[config.mk]
export PLATFORM = sky130hd
export DESIGN_NAME = vga_sync_gen
export DESIGN_NICKNAME = d
export VERILOG_FILES = /design/src/rtl/vga_timing_pkg.sv /design/src/rtl/vga_axis_counter.sv /design/src/rtl/vga_sync_gen.sv
export SDC_FILE = /design/constraint.sdc
export NUM_CORES = 1
export LEC_CHECK = 0
export CORE_MARGIN = 2
export CORE_UTILIZATION = 51
export DETAILED_ROUTE_END_ITERATION = 12
export HOLD_SLACK_MARGIN = 0.03
export PLACE_DENSITY = 0.79
export SLEW_MARGIN = 40
export SYNTH_ARGS = -nofsm -noshare
export SYNTH_HDL_FRONTEND = slang
export SYNTH_SLANG_ARGS = --single-unit
[constraint.sdc]
create_clock -name clk -period 2.5 [get_ports clk]
set_clock_uncertainty 0.1 [all_clocks]
set_input_delay 0.5 -clock clk [delete_from_list [all_inputs] [get_ports clk]]
set_output_delay 0.5 -clock clk [all_outputs]
set_load 0.03 [all_outputs]
[src/rtl/vga_timing_pkg.sv]
// Shared VGA timing constants, counter types and sync-window helpers.
package vga_timing_pkg;

    // Counter width for both axes; totals must fit in this many bits
    localparam int unsigned CNT_W     = 10;
    localparam int unsigned MAX_TOTAL = 1 << CNT_W;

    // Default 640x480@60 Hz timing, 25 MHz pixel rate from a 50 MHz clk
    localparam int unsigned DEF_CLK_DIV  = 2;
    localparam int unsigned DEF_H_ACTIVE = 640;
    localparam int unsigned DEF_H_FP     = 16;
    localparam int unsigned DEF_H_SYNC   = 96;
    localparam int unsigned DEF_H_BP     = 48;
    localparam int unsigned DEF_V_ACTIVE = 480;
    localparam int unsigned DEF_V_FP     = 10;
    localparam int unsigned DEF_V_SYNC   = 2;
    localparam int unsigned DEF_V_BP     = 33;

    typedef logic [CNT_W-1:0] vga_cnt_t;

    // Next-state view of one axis: count plus its decoded flags
    typedef struct packed {
        vga_cnt_t count;
        logic     active;
        logic     sync;
    } vga_axis_t;

    // Full period of one axis in its own units (pixels or lines)
    function automatic int unsigned axis_total(input int unsigned active,
                                               input int unsigned fp,
                                               input int unsigned sync,
                                               input int unsigned bp);
        return active + fp + sync + bp;
    endfunction

    // First count at which sync is asserted
    function automatic int unsigned sync_start(input int unsigned active,
                                               input int unsigned fp);
        return active + fp;
    endfunction

    // First count after the sync pulse (exclusive end)
    function automatic int unsigned sync_end(input int unsigned active,
                                             input int unsigned fp,
                                             input int unsigned sync);
        return active + fp + sync;
    endfunction

    localparam int unsigned DEF_H_TOTAL = axis_total(DEF_H_ACTIVE, DEF_H_FP, DEF_H_SYNC, DEF_H_BP);
    localparam int unsigned DEF_V_TOTAL = axis_total(DEF_V_ACTIVE, DEF_V_FP, DEF_V_SYNC, DEF_V_BP);

endpackage

[src/rtl/vga_axis_counter.sv]
// One timing axis: wrapping counter with next-state active/sync decode.
module vga_axis_counter
    import vga_timing_pkg::*;
#(
    parameter int unsigned ACTIVE   = DEF_H_ACTIVE,
    parameter int unsigned FP       = DEF_H_FP,
    parameter int unsigned SYNC     = DEF_H_SYNC,
    parameter int unsigned BP       = DEF_H_BP,
    parameter bit          SYNC_POL = 1'b0
) (
    input  logic      clk,
    input  logic      rst,
    input  logic      i_en,
    output logic      o_wrap_c,
    output vga_axis_t o_next_c
);

    localparam int unsigned TOTAL  = axis_total(ACTIVE, FP, SYNC, BP);
    localparam int unsigned SYNC_S = sync_start(ACTIVE, FP);
    localparam int unsigned SYNC_E = sync_end(ACTIVE, FP, SYNC);
    // One extra bit so bounds equal to MAX_TOTAL still compare correctly
    localparam int unsigned CMP_W  = CNT_W + 1;

    vga_cnt_t         r_count;
    vga_cnt_t         w_count_next;
    logic             w_last;
    logic [CMP_W-1:0] w_cmp;

    // Next count: hold, increment, or wrap to zero at the end of the period
    always_comb begin
        w_last       = (r_count == CNT_W'(TOTAL - 1));
        w_count_next = r_count;
        if (i_en) begin
            w_count_next = w_last ? '0 : r_count + CNT_W'(1);
        end
    end

    // Counter state
    always_ff @(posedge clk or posedge rst) begin
        if (rst) begin
            r_count <= '0;
        end else begin
            r_count <= w_count_next;
        end
    end

    // Decode flags from the next count so the top can register them in step
    always_comb begin
        w_cmp           = {1'b0, w_count_next};
        o_wrap_c        = i_en & w_last;
        o_next_c.count  = w_count_next;
        o_next_c.active = (w_cmp < CMP_W'(ACTIVE));
        o_next_c.sync   = ((w_cmp >= CMP_W'(SYNC_S)) && (w_cmp < CMP_W'(SYNC_E)))
                          ? SYNC_POL : ~SYNC_POL;
    end

endmodule

[src/rtl/vga_sync_gen.sv]
// VGA timing generator: pixel prescaler, H/V axis counters, registered outputs.
module vga_sync_gen
    import vga_timing_pkg::*;
#(
    parameter int unsigned CLK_DIV  = DEF_CLK_DIV,
    parameter int unsigned H_ACTIVE = DEF_H_ACTIVE,
    parameter int unsigned H_FP     = DEF_H_FP,
    parameter int unsigned H_SYNC   = DEF_H_SYNC,
    parameter int unsigned H_BP     = DEF_H_BP,
    parameter int unsigned V_ACTIVE = DEF_V_ACTIVE,
    parameter int unsigned V_FP     = DEF_V_FP,
    parameter int unsigned V_SYNC   = DEF_V_SYNC,
    parameter int unsigned V_BP     = DEF_V_BP,
    parameter bit          SYNC_POL = 1'b0
) (
    input  logic             clk,
    input  logic             rst,
    output logic             hsync,
    output logic             vsync,
    output logic [CNT_W-1:0] x,
    output logic [CNT_W-1:0] y,
    output logic             activeVideo,
    output logic             pixelTick,
    output logic             lineStart,
    output logic             frameStart
);

    localparam int unsigned H_TOTAL = axis_total(H_ACTIVE, H_FP, H_SYNC, H_BP);
    localparam int unsigned V_TOTAL = axis_total(V_ACTIVE, V_FP, V_SYNC, V_BP);
    localparam int unsigned P_W     = (CLK_DIV > 1) ? $clog2(CLK_DIV) : 1;

    // Reject timings the 10-bit counters or the prescaler cannot represent
    if (CLK_DIV < 1) begin : g_bad_clk_div
        $error("vga_sync_gen: CLK_DIV must be at least 1");
    end
    if (H_TOTAL > MAX_TOTAL) begin : g_bad_h_total
        $error("vga_sync_gen: H_TOTAL exceeds counter range");
    end
    if (V_TOTAL > MAX_TOTAL) begin : g_bad_v_total
        $error("vga_sync_gen: V_TOTAL exceeds counter range");
    end

    logic [P_W-1:0]   r_p;
    logic [P_W-1:0]   w_p_next;
    logic             w_p_last;
    logic             w_tick_next;

    logic             r_pixel_tick;
    logic             r_hsync;
    logic             r_vsync;
    logic [CNT_W-1:0] r_x;
    logic [CNT_W-1:0] r_y;
    logic             r_active;
    logic             r_line_start;
    logic             r_frame_start;

    logic             w_h_wrap;
    logic             w_v_wrap;
    vga_axis_t        w_h_next;
    vga_axis_t        w_v_next;

    // Prescaler next state; pixelTick is registered so it lines up with p==CLK_DIV-1
    always_comb begin
        w_p_last    = (r_p == P_W'(CLK_DIV - 1));
        w_p_next    = w_p_last ? '0 : r_p + P_W'(1);
        w_tick_next = (w_p_next == P_W'(CLK_DIV - 1));
    end

    // Prescaler and pixel tick
    always_ff @(posedge clk or posedge rst) begin
        if (rst) begin
            r_p          <= '0;
            r_pixel_tick <= 1'b0;
        end else begin
            r_p          <= w_p_next;
            r_pixel_tick <= w_tick_next;
        end
    end

    // Horizontal axis advances once per pixel period
    vga_axis_counter #(
        .ACTIVE   (H_ACTIVE),
        .FP       (H_FP),
        .SYNC     (H_SYNC),
        .BP       (H_BP),
        .SYNC_POL (SYNC_POL)
    ) u_h_axis (
        .clk      (clk),
        .rst      (rst),
        .i_en     (r_pixel_tick),
        .o_wrap_c (w_h_wrap),
        .o_next_c (w_h_next)
    );

    // Vertical axis advances on the edge the horizontal axis wraps
    vga_axis_counter #(
        .ACTIVE   (V_ACTIVE),
        .FP       (V_FP),
        .SYNC     (V_SYNC),
        .BP       (V_BP),
        .SYNC_POL (SYNC_POL)
    ) u_v_axis (
        .clk      (clk),
        .rst      (rst),
        .i_en     (w_h_wrap),
        .o_wrap_c (w_v_wrap),
        .o_next_c (w_v_next)
    );

    // Output registers loaded from next-state decode for zero skew with the counters
    always_ff @(posedge clk or posedge rst) begin
        if (rst) begin
            r_x           <= '0;
            r_y           <= '0;
            r_active      <= 1'b0;
            r_hsync       <= ~SYNC_POL;
            r_vsync       <= ~SYNC_POL;
            r_line_start  <= 1'b0;
            r_frame_start <= 1'b0;
        end else begin
            r_x           <= w_h_next.count;
            r_y           <= w_v_next.count;
            r_active      <= w_h_next.active & w_v_next.active;
            r_hsync       <= w_h_next.sync;
            r_vsync       <= w_v_next.sync;
            r_line_start  <= w_h_wrap;
            r_frame_start <= w_h_wrap & w_v_wrap;
        end
    end

    assign x           = r_x;
    assign y           = r_y;
    assign activeVideo = r_active;
    assign hsync       = r_hsync;
    assign vsync       = r_vsync;
    assign pixelTick   = r_pixel_tick;
    assign lineStart   = r_line_start;
    assign frameStart  = r_frame_start;

endmodule
==> impl_metrics.env <==
export IMPL_multi_input_area_sq_um=713
export IMPL_ys_flop_type="dfrtp_1"
export IMPL_maxCapViolations=0
export IMPL_cts_root_buf="clkbuf_4"
export IMPL_rows=19
export IMPL_hold_viol_final=0
export IMPL_powerDensity_mw_per_mm2=351
export IMPL_diodes=0
export IMPL_fillers=241
export IMPL_power_leakage_nw=0.742
export IMPL_start_kind="flip-flop"
export IMPL_synth_common_cells="dfrtp_1, nand2_1, inv_1, nor2_1, o21ai_0"
export IMPL_io_buffers=27
export IMPL_antenna_found_initial=0
export IMPL_vdd_ir_drop_max_mv=0.253
export IMPL_place_congestion=0.876
export IMPL_crit_arrival_ns=2.44
export IMPL_finalSetupViolations=0
export IMPL_rr_endpoint="vsync"
export IMPL_whs_ns=0.419
export IMPL_die_height_um=57.0
export IMPL_postSynthAreaPerCell_sq_um=9.48
export IMPL_final_seq_area_sq_um=653
export IMPL_synth_top_area_share_pct=42.0
export IMPL_coreArea_sq_mm=0.00271
export IMPL_fmax_mhz=435
export IMPL_grt_overflow=0
export IMPL_cp_slowest_cell="or4_4"
export IMPL_grt_pass1_vias=1196
export IMPL_ys_warn_count=0
export IMPL_crit_type="flip-flop to flip-flop"
export IMPL_r2r_cells=6
export IMPL_dp_hpwl_um=2400
export IMPL_numCtsBuffers=3
export IMPL_dpl_worst_slack_ns=0.267
export IMPL_cts_sinks=26
export IMPL_ys_types=42
export IMPL_drive_gt1_share_pct=8.89
export IMPL_synth_area_top_cells="dfrtp_1, nand2_1, xnor2_1"
export IMPL_finalMaxSlewViolations=0
export IMPL_drc=0
export IMPL_grt_util_all_layers_pct=22.3
export IMPL_cp_end_kind="flip-flop"
export IMPL_path_max_fanout=7
export IMPL_slowest_delay_ns=0.54
export IMPL_area_delta_synth_final_pct=23.1
export IMPL_r2r_start="u_h_axis.r_count[0]"
export IMPL_cts_setup_buffers=0
export IMPL_syn_inst=151
export IMPL_ios=28
export IMPL_ant_nets=0
export IMPL_synth_seq_cells=26
export IMPL_tritoncts="yes"
export IMPL_synth_most_common_cell="dfrtp_1"
export IMPL_dieArea_sq_mm=0.00325
export IMPL_path_cells="ha_1 > and4b_2 > nand3_4 > or4_4 > a221oi_2 > nand4_1"
export IMPL_grt_pass1_wl_um=5700
export IMPL_clkTransAtPathRegs_ns=0.14
export IMPL_fin_util_pct=65.0
export IMPL_synth_top_area_cell="dfrtp_1"
export IMPL_nets=186
export IMPL_start_util_pct=52.8
export IMPL_post_drt_wl_per_cell_um=16.3
export IMPL_status="finished clean"
export IMPL_period_needed_ns=2.30
export IMPL_die_x_um=57.0
export IMPL_grt_max_degree=27
export IMPL_cts_buffer_depth=2
export IMPL_first_iter_violations=40
export IMPL_clk_latency_ns=0.33
export IMPL_cts_hold_buf=0
export IMPL_timing_setup_tns_ns=0
export IMPL_critPathRequiredTime_ns=2.64
export IMPL_grt_setup_unrepaired="false"
export IMPL_min_period_over_period_pct=91.9
export IMPL_hp_class="input port to asynchronous set/reset pin"
export IMPL_rrSetupSlack_ns=0.20
export IMPL_num_vias=1264
export IMPL_cts_repair_resized=0
export IMPL_firstDrtPassIters=4
export IMPL_synth_edf_count=0
export IMPL_routed_wl_um=3430
export IMPL_h_tree_depth=1
export IMPL_tightestPinTransition_ns=0.449
export IMPL_slew_headroom_pct=69.9
export IMPL_synth_area_sq_mm=0.00143
export IMPL_synthArstFlopShare_pct=100
export IMPL_layout_setup_ws_ns=0.203
export IMPL_syn_nets=156
export IMPL_viasPerCell=5.99
export IMPL_ys_seq_area_share_pct=45.6
[power by group]
group,switching (mW),internal (mW),total [mW]
clock,0.124,0.0626,0.187
combinational,0.00827,0.00251,0.0108
sequential,0,0.421,0.421
total,0.133,0.486,0.619
[stage by stage]
stage / area [sq um] / power (mW) / cells
3_3_place_gp: 1740 / 0.440 / 207
3_5_place_dp: 1740 / 0.440 / 207
4_1_cts: 1760 / 0.626 / 211
2_1_floorplan: 1430 / 0.435 / 151
6_report: 1760 / 0.619 / 211
5_1_grt: 1760 / 0.641 / 211
[how the worst max path moves through the flow]
stage,from,to,slack (ns),cells past startpoint
final,u_h_axis.r_count[0],vsync,0.20,6
after global routing,u_h_axis.r_count[0],vsync,0.06,6
after CTS,u_h_axis.r_count[0],vsync,0.22,6
after detailed placement,u_h_axis.r_count[0],vsync,0.27,6
after global placement,u_h_axis.r_count[0],vsync,0.35,6
after floorplan,u_h_axis.r_count[0],vsync,0.23,6
[cell type report]
type                       instances  share of cell area [%]
clock buffer                       4                    1.49
inverter                          10                    2.13
multi-input combinational        110                    40.5
sequential                        26                    37.1
tap                               31                    2.20
timing repair buffer              30                    16.6
[cell families (layout without fill, tap and decap cells)]
logic type	count (synthesis)	in the layout	synth area share (%)
fa+ha+maj	3	3	2.62
buf+inv	15	44	4.55
simple gates	70	70	28.1
compound gates	25	25	11.5
xor+xnor	10	10	6.12
mux	2	2	1.40
flops	26	26	45.6
[registers in the layout (all words and copies together) (netlist names)]
register / flops
hsync: 1
frameStart: 1
activeVideo: 1
vsync: 1
lineStart: 1
pixelTick: 1
u_v_axis.r_count: 10
u_h_axis.r_count: 10
[critical path: cells and delay by family, from the launching register on]
kind	cells	cell delay, ns
simple gates	4	1.09
compound gates	1	0.32
flops	1	0.45
fa+ha+maj	1	0.25
[placed cells by master, fill, tap and decap left out, types with 4 or more instances in the layout]
cell and n:
dfrtp_1 24, o21ai_0 8, clkdlybuf4s50_1 27, a21oi_1 4, nor2_1 9, nand2_1 19
inv_1 10, nand4_1 7, nor3_1 6, nand3_1 7, xnor2_1 7
[metal layers]
| layer | share of wire, % | up-vias | global-route usage [%] |
|---|---|---|---|
| li1 | - | 600 | - |
| met1 | 45 | 616 | 30.9 |
| met2 | 49 | 40 | 35.1 |
| met3 | 4.0 | 8 | 3.17 |
| met4 | 2.1 | 0 | 9.97 |
| met5 | 0 | - | 0 |
Power figures use the tool's default switching activity.
